`src/rtl/edge_event_arbiter_if.sv`:
```
// Event-arbiter bus: edge pulses and control in, one arbitrated event out.
// The slave modport is the arbiter's side; the master modport is the producer/consumer side.
interface edge_event_arbiter_if #(
  parameter int numchannels = 4
);
  logic [numchannels-1:0] risepulse;
  logic [numchannels-1:0] fallpulse;
  logic                   evt_ready;
  logic                   clear_overflow;
  logic                   evt_valid;
  logic [1:0]             evt_channel;
  logic                   evt_rising;
  logic [numchannels-1:0] overflow;
  logic                   busy;

  modport slave (
    input  risepulse, fallpulse, evt_ready, clear_overflow,
    output evt_valid, evt_channel, evt_rising, overflow, busy
  );

  modport master (
    output risepulse, fallpulse, evt_ready, clear_overflow,
    input  evt_valid, evt_channel, evt_rising, overflow, busy
  );
endinterface

```
`src/rtl/edge_event_arbiter.sv`:
```
// Collects per-channel rise/fall edge pulses and presents them one at a time
// through a valid/ready output, round-robin across channels, oldest first within a channel.
module edge_event_arbiter #(
  parameter int numchannels = 4
) (
  input  logic                  clk,
  input  logic                  reset,
  edge_event_arbiter_if.slave   bus
);

  typedef enum logic {IDLE, PRESENT} state_t;

  state_t                 state_q, state_d;
  logic [numchannels-1:0] rise_pend_q, rise_pend_d;
  logic [numchannels-1:0] fall_pend_q, fall_pend_d;
  logic [numchannels-1:0] fall_older_q, fall_older_d;
  logic [numchannels-1:0] overflow_q, overflow_d;
  logic [1:0]             last_q, last_d;
  logic [1:0]             evt_channel_q, evt_channel_d;
  logic                   evt_rising_q, evt_rising_d;

  logic                   any_pend;
  logic                   load_en;
  logic                   sel_found;
  logic [1:0]             sel_ch;
  logic [1:0]             cand;
  logic                   sel_rise;
  logic [numchannels-1:0] rise_first;
  logic [numchannels-1:0] grant_rise;
  logic [numchannels-1:0] grant_fall;
  logic [numchannels-1:0] rise_rem;
  logic [numchannels-1:0] fall_rem;
  logic [numchannels-1:0] ovf_set;

  assign any_pend = |(rise_pend_q | fall_pend_q);

  // Rise goes first unless a falling event is pending and is the older one.
  generate
    for (genvar gi = 0; gi < numchannels; gi++) begin : g_chan
      assign rise_first[gi] = rise_pend_q[gi] & ~(fall_pend_q[gi] & fall_older_q[gi]);
      assign grant_rise[gi] = load_en & (sel_ch == 2'(gi)) & sel_rise;
      assign grant_fall[gi] = load_en & (sel_ch == 2'(gi)) & ~sel_rise;
    end
  endgenerate

  // Round-robin search starting one past the last granted channel.
  always_comb begin
    sel_found = 1'b0;
    sel_ch    = '0;
    cand      = '0;
    for (int k = 1; k <= numchannels; k++) begin
      cand = last_q + 2'(k);
      if (!sel_found && (rise_pend_q[cand] || fall_pend_q[cand])) begin
        sel_found = 1'b1;
        sel_ch    = cand;
      end
    end
    sel_rise = rise_first[sel_ch];
  end

  always_comb begin
    state_d       = state_q;
    load_en       = 1'b0;
    evt_channel_d = evt_channel_q;
    evt_rising_d  = evt_rising_q;
    last_d        = last_q;
    case (state_q)
      IDLE: begin
        if (any_pend) begin
          load_en = 1'b1;
          state_d = PRESENT;
        end
      end
      PRESENT: begin
        if (bus.evt_ready) begin
          if (any_pend) begin
            load_en = 1'b1;
          end else begin
            state_d = IDLE;
          end
        end
      end
      default: state_d = IDLE;
    endcase
    if (load_en) begin
      evt_channel_d = sel_ch;
      evt_rising_d  = sel_rise;
      last_d        = sel_ch;
    end
  end

  // A pulse only overflows if its bit is still pending after this cycle's grant.
  always_comb begin
    rise_rem     = rise_pend_q & ~grant_rise;
    fall_rem     = fall_pend_q & ~grant_fall;
    rise_pend_d  = rise_rem | bus.risepulse;
    fall_pend_d  = fall_rem | bus.fallpulse;
    ovf_set      = (bus.risepulse & rise_rem) | (bus.fallpulse & fall_rem);
    fall_older_d = '0;
    for (int i = 0; i < numchannels; i++) begin
      if (rise_rem[i] && fall_rem[i]) begin
        fall_older_d[i] = fall_older_q[i];
      end else begin
        fall_older_d[i] = fall_rem[i];
      end
    end
    overflow_d = (bus.clear_overflow ? '0 : overflow_q) | ovf_set;
  end

  always_ff @(posedge clk) begin
    if (reset) begin
      state_q       <= IDLE;
      rise_pend_q   <= '0;
      fall_pend_q   <= '0;
      fall_older_q  <= '0;
      overflow_q    <= '0;
      last_q        <= 2'd3;
      evt_channel_q <= '0;
      evt_rising_q  <= 1'b0;
    end else begin
      state_q       <= state_d;
      rise_pend_q   <= rise_pend_d;
      fall_pend_q   <= fall_pend_d;
      fall_older_q  <= fall_older_d;
      overflow_q    <= overflow_d;
      last_q        <= last_d;
      evt_channel_q <= evt_channel_d;
      evt_rising_q  <= evt_rising_d;
    end
  end

  assign bus.evt_valid   = (state_q == PRESENT);
  assign bus.evt_channel = evt_channel_q;
  assign bus.evt_rising  = evt_rising_q;
  assign bus.overflow    = overflow_q;
  assign bus.busy        = (state_q == PRESENT) | any_pend;

endmodule

```
`src/flat_wrapper.sv`:
```
// flat-port wrapper written by rule: the top's interface ports become plain ports
module edge_event_arbiter_flat 
#(
  parameter int numchannels = 4
)
  (clk, reset, bus_risepulse, bus_fallpulse, bus_evt_ready, bus_clear_overflow, bus_evt_valid, bus_evt_channel, bus_evt_rising, bus_overflow, bus_busy);
  edge_event_arbiter_if #(.numchannels(numchannels)) bus_i ();
  input  logic clk;
  input  logic reset;
  input wire logic [$bits(bus_i.risepulse)-1:0] bus_risepulse;
  input wire logic [$bits(bus_i.fallpulse)-1:0] bus_fallpulse;
  input wire logic [$bits(bus_i.evt_ready)-1:0] bus_evt_ready;
  input wire logic [$bits(bus_i.clear_overflow)-1:0] bus_clear_overflow;
  output wire logic [$bits(bus_i.evt_valid)-1:0] bus_evt_valid;
  output wire logic [$bits(bus_i.evt_channel)-1:0] bus_evt_channel;
  output wire logic [$bits(bus_i.evt_rising)-1:0] bus_evt_rising;
  output wire logic [$bits(bus_i.overflow)-1:0] bus_overflow;
  output wire logic [$bits(bus_i.busy)-1:0] bus_busy;
  assign bus_i.risepulse = bus_risepulse;
  assign bus_i.fallpulse = bus_fallpulse;
  assign bus_i.evt_ready = bus_evt_ready;
  assign bus_i.clear_overflow = bus_clear_overflow;
  assign bus_evt_valid = bus_i.evt_valid;
  assign bus_evt_channel = bus_i.evt_channel;
  assign bus_evt_rising = bus_i.evt_rising;
  assign bus_overflow = bus_i.overflow;
  assign bus_busy = bus_i.busy;
  edge_event_arbiter #(.numchannels(numchannels)) u_core (.clk(clk), .reset(reset), .bus(bus_i));
endmodule
```
`config.mk`:
```
export PLATFORM = sky130hd
export DESIGN_NAME = edge_event_arbiter_flat
export DESIGN_NICKNAME = d
export VERILOG_FILES = /design/src/rtl/edge_event_arbiter_if.sv /design/src/rtl/edge_event_arbiter.sv /design/src/flat_wrapper.sv
export SDC_FILE = /design/constraint.sdc
export NUM_CORES = 1
export LEC_CHECK = 0
export ABC_AREA = 1
export CAP_MARGIN = 20
export CORE_MARGIN = 1
export CORE_UTILIZATION = 54
export CTS_BUF_LIST = sky130_fd_sc_hd__clkbuf_16
export CTS_CLUSTER_DIAMETER = 120
export DETAILED_ROUTE_END_ITERATION = 6
export PLACE_DENSITY = 0.8
export SYNTH_ARGS = -nofsm -noshare
export SYNTH_HDL_FRONTEND = slang
export SYNTH_SLANG_ARGS = --single-unit
```
`constraint.sdc`:
```
create_clock -name clk -period 2.62 [get_ports clk]
set_clock_uncertainty 0.1 [all_clocks]
set_input_delay 0.262 -clock clk [delete_from_list [all_inputs] [get_ports clk]]
set_output_delay 0.262 -clock clk [all_outputs]
set_load 0.03 [all_outputs]
```
# Word level (Yosys, flattened, before mapping)
# Cells that the tools add are included.
[totals]
regBits = 22
input_bits = 12
elab_cells = 107
out_inout_bits = 9
[op_classes]
addsub = 3
mux = 31
bitwise_logic = 38
magnitude_cmp = 5
n_reduce_logical = 16
eq_ne = 3
[op_table]
columns = ["op", "count"]
rows = [
  ["$and 1x1->1", 20],
  ["$or 4x4->4", 5],
  ["$bmux 1 s2", 9],
  ["$and 4x4->4", 4],
  ["$lt 2x3->1 const B", 5],
  ["$mux 1", 15],
  ["$mux 2", 4],
  ["$not 4->4", 2],
  ["$logic_and 1x1->1", 7],
  ["$not 1->1", 6],
  ["$add 2x2->2 const B", 2],
  ["$eq 2x2->1 const B", 2],
  ["$logic_or 1x1->1", 4],
  ["$mux 4", 1],
  ["$pmux 1 s2", 2],
  ["$reduce_or 4->1", 1],
  ["$logic_not 1->1", 3],
  ["$add 2x1->2 const B", 1],
  ["$eq 2x1->1 const B", 1],
  ["$logic_not 2->1", 1],
  ["$or 1x1->1", 1],
]

# Depth between registers and ports, before layout
# Gate-level depths: netlist of run 1.
[logic_depth]
ltp_word = 23
mapped_depth = 19
depth_no_buf = 18

# Worst setup path after synthesis of run 1
# OpenSTA, ideal clock, no wires.
[synth_path]
path_kind = "register to register"
from = "register u_core.last_q[0]"
to = "register u_core.rise_pend_q[0]"
stages_incl_launch_ff = 20
period_less_slack_ns = 1.939
n_path_buf = 2
setup_time_ns = 0.127
arrival_ns = 1.712
path_slack_ns = 0.681
path_cell_list = "dfxtp_1 buf_6 inv_4 buf_12 nand2_2 nand2_2 nand2_4 nand2_2 nand2_2 nor2_1 nand3_2 clkinv_1 nor2_4 nand2_2 nor2_4 nand3_2 nand2_1 inv_2 nor2_1 nor2_1"
[synth_via]
elab_chain_cells = 20
elab_cells_between_ends = 44
classes_between = "3 x add/sub; 25 x mux; 5 x bitwise; 11 x reduce/logical"
[synth_lines]
columns = ["item", "line", "source"]
rows = [
  ["start, declared", "edge_event_arbiter.sv:18", "logic [1:0] last_q, last_d;"],
  ["start signal, assigned", "edge_event_arbiter.sv:126", "last_q <= last_d;"],
  ["$add 2x1->2", "edge_event_arbiter.sv:52", "cand = last_q + 2'(k);"],
  ["$bmux 1 s2", "edge_event_arbiter.sv:53", "if (!sel_found && (rise_pend_q[cand] || fall_pend_q[cand])) begin"],
  ["$mux 1 (implied by the code)", "edge_event_arbiter.sv:53", ""],
  ["$logic_or 1x1->1", "edge_event_arbiter.sv:53", ""],
  ["$mux 1", "edge_event_arbiter.sv:53", ""],
  ["$logic_not 1->1", "edge_event_arbiter.sv:53", ""],
  ["$logic_and 1x1->1", "edge_event_arbiter.sv:53", ""],
  ["$mux 1", "edge_event_arbiter.sv:53", ""],
  ["(+4 left out)", "n/a", ""],
  ["$logic_and 1x1->1", "edge_event_arbiter.sv:53", ""],
  ["$mux 2 (*)", "edge_event_arbiter.sv:53", ""],
  ["$bmux 1 s2 or $logic_not 2->1 (tied branches)", "edge_event_arbiter.sv:58, edge_event_arbiter.sv:41", ""],
  ["$mux 1 (implied by the code) or $and 1x1->1 (tied branches)", "edge_event_arbiter.sv:58, edge_event_arbiter.sv:41", ""],
  ["$and 1x1->1 (*)", "edge_event_arbiter.sv:41", "assign grant_rise[gi] = load_en & (sel_ch == 2'(gi)) & sel_rise;"],
  ["$not 4->4 (*)", "edge_event_arbiter.sv:94", "rise_rem = rise_pend_q & ~grant_rise;"],
  ["$and 4x4->4 (*)", "edge_event_arbiter.sv:94", ""],
  ["$or 4x4->4 (*)", "edge_event_arbiter.sv:96", "rise_pend_d = rise_rem | bus.risepulse;"],
  ["end signal, assigned", "edge_event_arbiter.sv:122", "rise_pend_q <= rise_pend_d;"],
  ["end, declared", "edge_event_arbiter.sv:14", "logic [numchannels-1:0] rise_pend_q, rise_pend_d;"],
]
# Every way passes the cells marked *; elsewhere a longest branch is shown, timed or not. The select of a mux whose other input is x is not followed.
# A chain may end at the register's enable or synchronous reset.

# Worst setup path after layout of run 1
[layout_path]
from = "register u_core.fall_pend_q[3]"
to = "output bus_busy"
[layout_via]
elab_chain_cells = 3
[layout_lines]
columns = ["item", "line", "source"]
rows = [
  ["start, declared", "edge_event_arbiter.sv:15", "logic [numchannels-1:0] fall_pend_q, fall_pend_d;"],
  ["start signal, assigned", "edge_event_arbiter.sv:123", "fall_pend_q <= fall_pend_d;"],
  ["$or 4x4->4", "edge_event_arbiter.sv:35", "assign any_pend = |(rise_pend_q | fall_pend_q);"],
  ["$reduce_or 4->1", "edge_event_arbiter.sv:35", ""],
  ["$or 1x1->1", "edge_event_arbiter.sv:136", "assign bus.busy = (state_q == PRESENT) | any_pend;"],
  ["end, declared", "flat_wrapper.sv:18", "output wire logic [$bits(bus_i.busy)-1:0] bus_busy;"],
]
# No other way between the ends.

==> impl_metrics.ini, run 1 <==
[outcome]
status = finished, final reports clean

[logic_synthesis]
synth.distinct_cells = 28
yosys_warnings = 0
postSynth.topFlopCell = dfxtp_1
synthesis.nets = 233
synth_async_sr_flop_share_pct = 0
syn-cell-area_um2 = 1526
syn_area_per_cell_um2 = 6.907
ys_ff_latch = 22
netlist_instances = 221
yosysSeqAreaShare_pct = 28.85
synth_edf_count = 0

[timing]
rsz0062_at_grt = false
finalMaxSlewViolations = 0
finalCriticalPeriod_ns = 2.328
setup_viol = 0
finalHoldViolCount = 0
maxSlewHeadroom_pct = 66.54
worst_pin_slew_ns = 0.4977
fin_crit_sh_pct = 88.87
tns_ns = 0
max_freq_ghz = 0.4295

[power]
irDropWorstVdd_v = 0.001152
p_per_area_nw_per_um2 = 1389
power.leakage_nw = 0.8942

[critical_path]
cp.arrival_ns = 1.97
rr_endpoint = u_core.bus.overflow[3]
rrSetupSlack_ns = 0.31
max_stage_delay_ns = 0.61
endpoint = bus_busy
critical_path_class = reg2out
crit_cells = 5
cp_top_family = buffers and inverters
cp_common_cell = nand2_1
crit_chain = inv_1 > nand2_1 > nor4_2 > nand2_1 > clkdlybuf4s50_1
r2r-start = u_core.last_q[0]
r2r.worst_path.cells = 17
required_ns = 2.26
critPathSlowestCell = clkdlybuf4s50_1
path_max_fanout = 3
crit_buf_inv = 2
critPathLaunchType = flip-flop
cp-startpoint = u_core.fall_pend_q[3]
cp-end-kind = output pin

[placed_design]
dp_cells = 268
post-dp-hpwl_um = 2507
gp_congestion = 0.8186
port_buffers = 20

[route]
routed_wl_um = 3248
viasPerCell = 5.243
ant_nets = 0
num_vias = 1426
dr.first_iter.drc_count = 45
drtPass1Iterations = 4
drc = 0
post_drt_wl_per_cell_um = 11.94

[layout]
layout_commonest_cell = nand2_1
seq_area_um2 = 440.4
fin_util_pct = 70.61
fill_cells = 210
final_layout_size_suffix_gt1_share_pct = 22.73
final_cell_count_no_fill = 272
final_cell_mix = 58 x nand2_1, 27 x inv_1, 22 x dfxtp_1
nets = 255
multiInputGateArea_um2 = 914.6
syn2layout_area_growth_pct = 18.77
diodes = 0

[global_routing]
grt_pass1_vias = 1215
grt.overflow.total = 0
antenna_found_initial = 0
grt_pass1_wl_um = 5299
grt_usage_pct = 24.37
grt_max_degree = 13

[floorplan]
dieArea_um2 = 3043
fp-row-count = 18
die_y_um = 55.17
initial_utilization_pct = 59.45
die_w_um = 55.17
io_pins = 21
coreArea_um2 = 2567

[cts]
cts_setup_buffers = 0
clk_latency_ns = 0.25
cts-htree-levels = 1
post_cts_resized = 0
cts_made_buffers = 3
cts_num_sinks = 22
cts_tree = done
hold_buffers = 0
root_buffer = clkbuf_16
path_clk_slew_ns = 0.06
clock_path_buffers = 2

[min_path]
hp-class = reg2reg
hold_path_depth = 2

[flow_run]
drv_cap = 0
[power breakdown]
part | switching [mW] | internal [mW]
registers | 0.0955 | 0.425
clock network | 0.114 | 0.203
logic | 1.11 | 0.571
total | 1.32 | 1.20
[synthesized netlist by cell type (2+ instances only)]
| master | count | share of area, % |
|---|---|---|
| a21oi_1 | 10 | 3.3 |
| a21oi_2 | 2 | 1.1 |
| buf_2 | 2 | 0.66 |
| dfxtp_1 | 22 | 29 |
| inv_1 | 27 | 6.6 |
| inv_2 | 4 | 0.98 |
| nand2_1 | 58 | 14 |
| nand2_2 | 19 | 7.8 |
| nand2_4 | 5 | 3.7 |
| nand3_1 | 21 | 6.9 |
| nand3_2 | 9 | 5.9 |
| nand4_1 | 6 | 2.5 |
| nor2_1 | 10 | 2.5 |
| nor2_4 | 3 | 2.2 |
| nor3_2 | 2 | 1.3 |
| o211ai_1 | 3 | 1.5 |
| o21ai_0 | 3 | 0.98 |
| o21ai_1 | 5 | 1.6 |
[routing by layer]
layer	wire, um	global-route usage, %	share of wire, %
met5	0	0	0
met2	1558	42.77	48
met3	83	2.459	2.6
met4	19	6.250	0.58
met1	1587	31.62	49
[layout make-up]
cell class / count / area share, %
Clock inverter: 1 / 0.2070
Timing Repair Buffer: 22 / 11.87
Inverter: 33 / 6.970
Tap cell: 30 / 2.070
Multi-Input combinational cell: 161 / 50.45
Clock buffer: 3 / 4.141
Sequential cell: 22 / 24.29
[logic make-up after synthesis]
group           synth area share, %
compound gates                10.16
flops                         28.85
simple gates                  49.75
buf+inv                       11.23
[registers in the layout, indices dropped and copies added, names as in the netlist]
name,cells
u_core.bus.evt_rising,1
u_core.bus.overflow,4
u_core.bus.evt_channel,2
u_core.fall_pend_q,4
u_core.rise_pend_q,4
u_core.last_q,2
u_core.bus.evt_valid,1
u_core.fall_older_q,4
[per-stage QoR]
| step | setup WS [ns] | power (mW) | instance area (um2) | hold slack [ns] |
|---|---|---|---|---|
| 6_report | 0.2917 | 2.519 | 1813 | 0.3674 |
| 3_3_place_gp | 0.4245 | 2.167 | 1734 | 0.3556 |
| 4_1_cts | 0.2916 | 2.522 | 1813 | 0.3664 |
| 3_5_place_dp | 0.3491 | 2.185 | 1734 | 0.3584 |
| 5_1_grt | 0.06426 | 2.735 | 1813 | 0.3882 |
| 2_1_floorplan | 0.6810 | 1.928 | 1526 | 0.2317 |
[worst min path at each step]
stage / startpoint / to
final: u_core.bus.evt_channel[0] / u_core.bus.evt_channel[0]
after global routing: u_core.fall_older_q[0] / u_core.fall_older_q[0]
after CTS: u_core.bus.evt_channel[0] / u_core.bus.evt_channel[0]
after detailed placement: u_core.bus.evt_channel[0] / u_core.bus.evt_channel[0]
after global placement: u_core.bus.evt_channel[0] / u_core.bus.evt_channel[0]
after floorplan: reset / u_core.fall_older_q[1]
[tightest hold or removal path, delay by kind of cell, from the launching register on]
kind / cells / cell delay, ns
flip-flops: 1 / 0.31
AND/OR/NAND/NOR: 1 / 0.06
AO/OA/AOI/OAI: 1 / 0.05
Note: power is estimated with default switching activity, not from simulation.
==> run 2: changes to the inputs <==
--- a/config.mk
+++ b/config.mk
@@ -7,10 +7,11 @@
 export LEC_CHECK = 0
 export ABC_AREA = 1
 export CAP_MARGIN = 20
-export CORE_MARGIN = 1
+export CORE_MARGIN = 10
 export CORE_UTILIZATION = 54
 export CTS_BUF_LIST = sky130_fd_sc_hd__clkbuf_16
 export CTS_CLUSTER_DIAMETER = 120
+export CTS_CLUSTER_SIZE = 25
 export DETAILED_ROUTE_END_ITERATION = 6
 export PLACE_DENSITY = 0.8
 export SYNTH_ARGS = -nofsm -noshare
==> run 2 against run 1 <==
Sequential share of layout area is essentially flat. Combinational power about the same. Fmax is 1.2% higher. Setup slack improved by 0.027 ns. Non-clock buffer count stayed put. Critical endpoint unchanged.
==> impl_metrics.ini, run 2 (same netlist as run 1, synthesis figures left out) <==
[power]
power.leakage_nw = 0.8942
netSwitchingPower_mw = 1.325
p_comb_share_pct = 66.8
power_mw = 2.525
p_per_area_nw_per_um2 = 1392
power_frac_clock_pct = 12.7
seqPwrFrac_pct = 20.5
intPower_mw = 1.200
power.share.switching_pct = 52.46
irDropWorstVdd_v = 0.001398

[route]
routed_wl_um = 3466
ant_nets = 0
num_vias = 1428
drc = 0
post_drt_wl_per_cell_um = 12.70
dr.first_iter.drc_count = 81
viasPerCell = 5.231
drtPass1Iterations = 4

[floorplan]
die_w_um = 73.17
fp-row-count = 19
io_pins = 21
initial_utilization_pct = 55.84
dieArea_um2 = 5353
die_y_um = 73.17
coreArea_um2 = 2734

[layout]
diodes = 0
final_area_um2 = 1814
syn2layout_area_growth_pct = 18.85
final_cell_mix = 58 x nand2_1, 27 x inv_1, 22 x dfxtp_1
layout_commonest_cell = nand2_1
fill_cells = 235
nets = 255
final_layout_size_suffix_gt1_share_pct = 22.73

[timing]
setup_viol = 0
rsz0062_at_grt = false
finalHoldViolCount = 0
max_freq_ghz = 0.4345
tns_ns = 0
hold_ws_ns = 0.3636
finalMaxSlewViolations = 0
maxSlewHeadroom_pct = 66.42
worst_pin_slew_ns = 0.4995
fin_crit_sh_pct = 87.85
finalCriticalPeriod_ns = 2.302

[cts]
cts_made_buffers = 3
cts_tree = done
hold_buffers = 0
cts_setup_buffers = 0
clock_path_buffers = 2
path_clk_slew_ns = 0.06
clk_latency_ns = 0.26
cts-htree-levels = 1
root_buffer = clkbuf_16
post_cts_resized = 0
cts_num_sinks = 22

[global_routing]
grt_max_degree = 13
antenna_found_initial = 0
grt_pass1_vias = 1414
grt.overflow.total = 0
grt_usage_pct = 14.07
grt_pass1_wl_um = 6251

[placed_design]
port_buffers = 20
gp_congestion = 0.8397
post-dp-hpwl_um = 2720
place_area_um2 = 1735

[critical_path]
max_stage_delay_ns = 0.61
r2r.worst_path.cells = 17
required_ns = 2.26
rr_endpoint = u_core.bus.overflow[0]
critical_path_class = reg2out
cp.arrival_ns = 1.94
cp_common_cell = nand2_1
r2r-start = u_core.last_q[0]
crit_chain = inv_1 > nand2_1 > nor4_2 > nand2_1 > clkdlybuf4s50_1
critPathLaunchType = flip-flop
path_max_fanout = 3
critPathSlowestCell = clkdlybuf4s50_1
cp-end-kind = output pin
rrSetupSlack_ns = 0.36

[min_path]
hold_path_depth = 2
whs_endpoint = u_core.bus.evt_channel[1]
min_from = u_core.bus.evt_channel[1]
hp-class = reg2reg

[flow_run]
drv_cap = 0

[outcome]
status = finished, final reports clean
-- run 2: cell counts in the layout (fill, tap and decap cells not counted) --
No cell type changed its count.
-- run 2: area by class of cell --
type                       instances  area, um2  area share [%]
inverter                          33      126.4           6.966
sequential                        22      440.4           24.28
clock buffer                       3      75.07           4.138
multi-input combinational        161      914.6           50.41
timing repair buffer              22      215.2           11.86
tap                               31      38.79           2.138
clock inverter                     1      3.754          0.2069
-- run 2: worst max-delay path by stage --
stage | to | from | cells after the start
after floorplan | u_core.rise_pend_q[0] | u_core.last_q[0] | 19
after global placement | u_core.bus.overflow[2] | u_core.last_q[0] | 15
after detailed placement | u_core.bus.overflow[0] | u_core.last_q[0] | 17
after CTS | bus_busy | u_core.fall_pend_q[3] | 5
after global routing | u_core.bus.overflow[0] | u_core.last_q[0] | 17
final | bus_busy | u_core.fall_pend_q[3] | 5
-- run 2: metrics by stage --
step / setup WS, ns / utilization [%] / instances
final: 0.3183 / 66.36 / 273
after global routing: 0.04673 / 66.36 / 273
after CTS: 0.2956 / 66.36 / 273
after detailed placement: 0.4168 / 63.48 / 269
after global placement: 0.4415 / 63.48 / 269
after floorplan: 0.6810 / - / 221
-- run 2: routing by layer --
metal	global-route usage [%]	routed length (um)	vias to the layer above
met4	5.696	64	0
li1	-	-	751
met5	0	0	-
met3	2.993	165	7
met2	22.92	1636	29
met1	17.35	1600	641
-- run 2: worst max-delay path: cells and delay by family (launching register included) --
kind                   cells  cell delay (ns)
buffers and inverters      2             0.73
and+or+nand+nor            3             0.62
DFF                        1             0.33
-- run 2: power groups by stage --
stage	combinational [mW]	sequential, mW	clock, mW
floorplan	1.39	0.541	0
global placement	1.65	0.522	0
detailed placement	1.66	0.524	0
CTS	1.69	0.518	0.322
global route	1.88	0.537	0.340
finish	1.69	0.519	0.321
==> run 3: changes to the inputs <==
--- a/config.mk
+++ b/config.mk
@@ -14,6 +14,7 @@
 export CTS_CLUSTER_SIZE = 25
 export DETAILED_ROUTE_END_ITERATION = 6
 export PLACE_DENSITY = 0.8
+export SLEW_MARGIN = 10
 export SYNTH_ARGS = -nofsm -noshare
 export SYNTH_HDL_FRONTEND = slang
 export SYNTH_SLANG_ARGS = --single-unit
==> results of run 3 <==
Same layout as run 2: the final DEF is identical, and so are final timing and power.
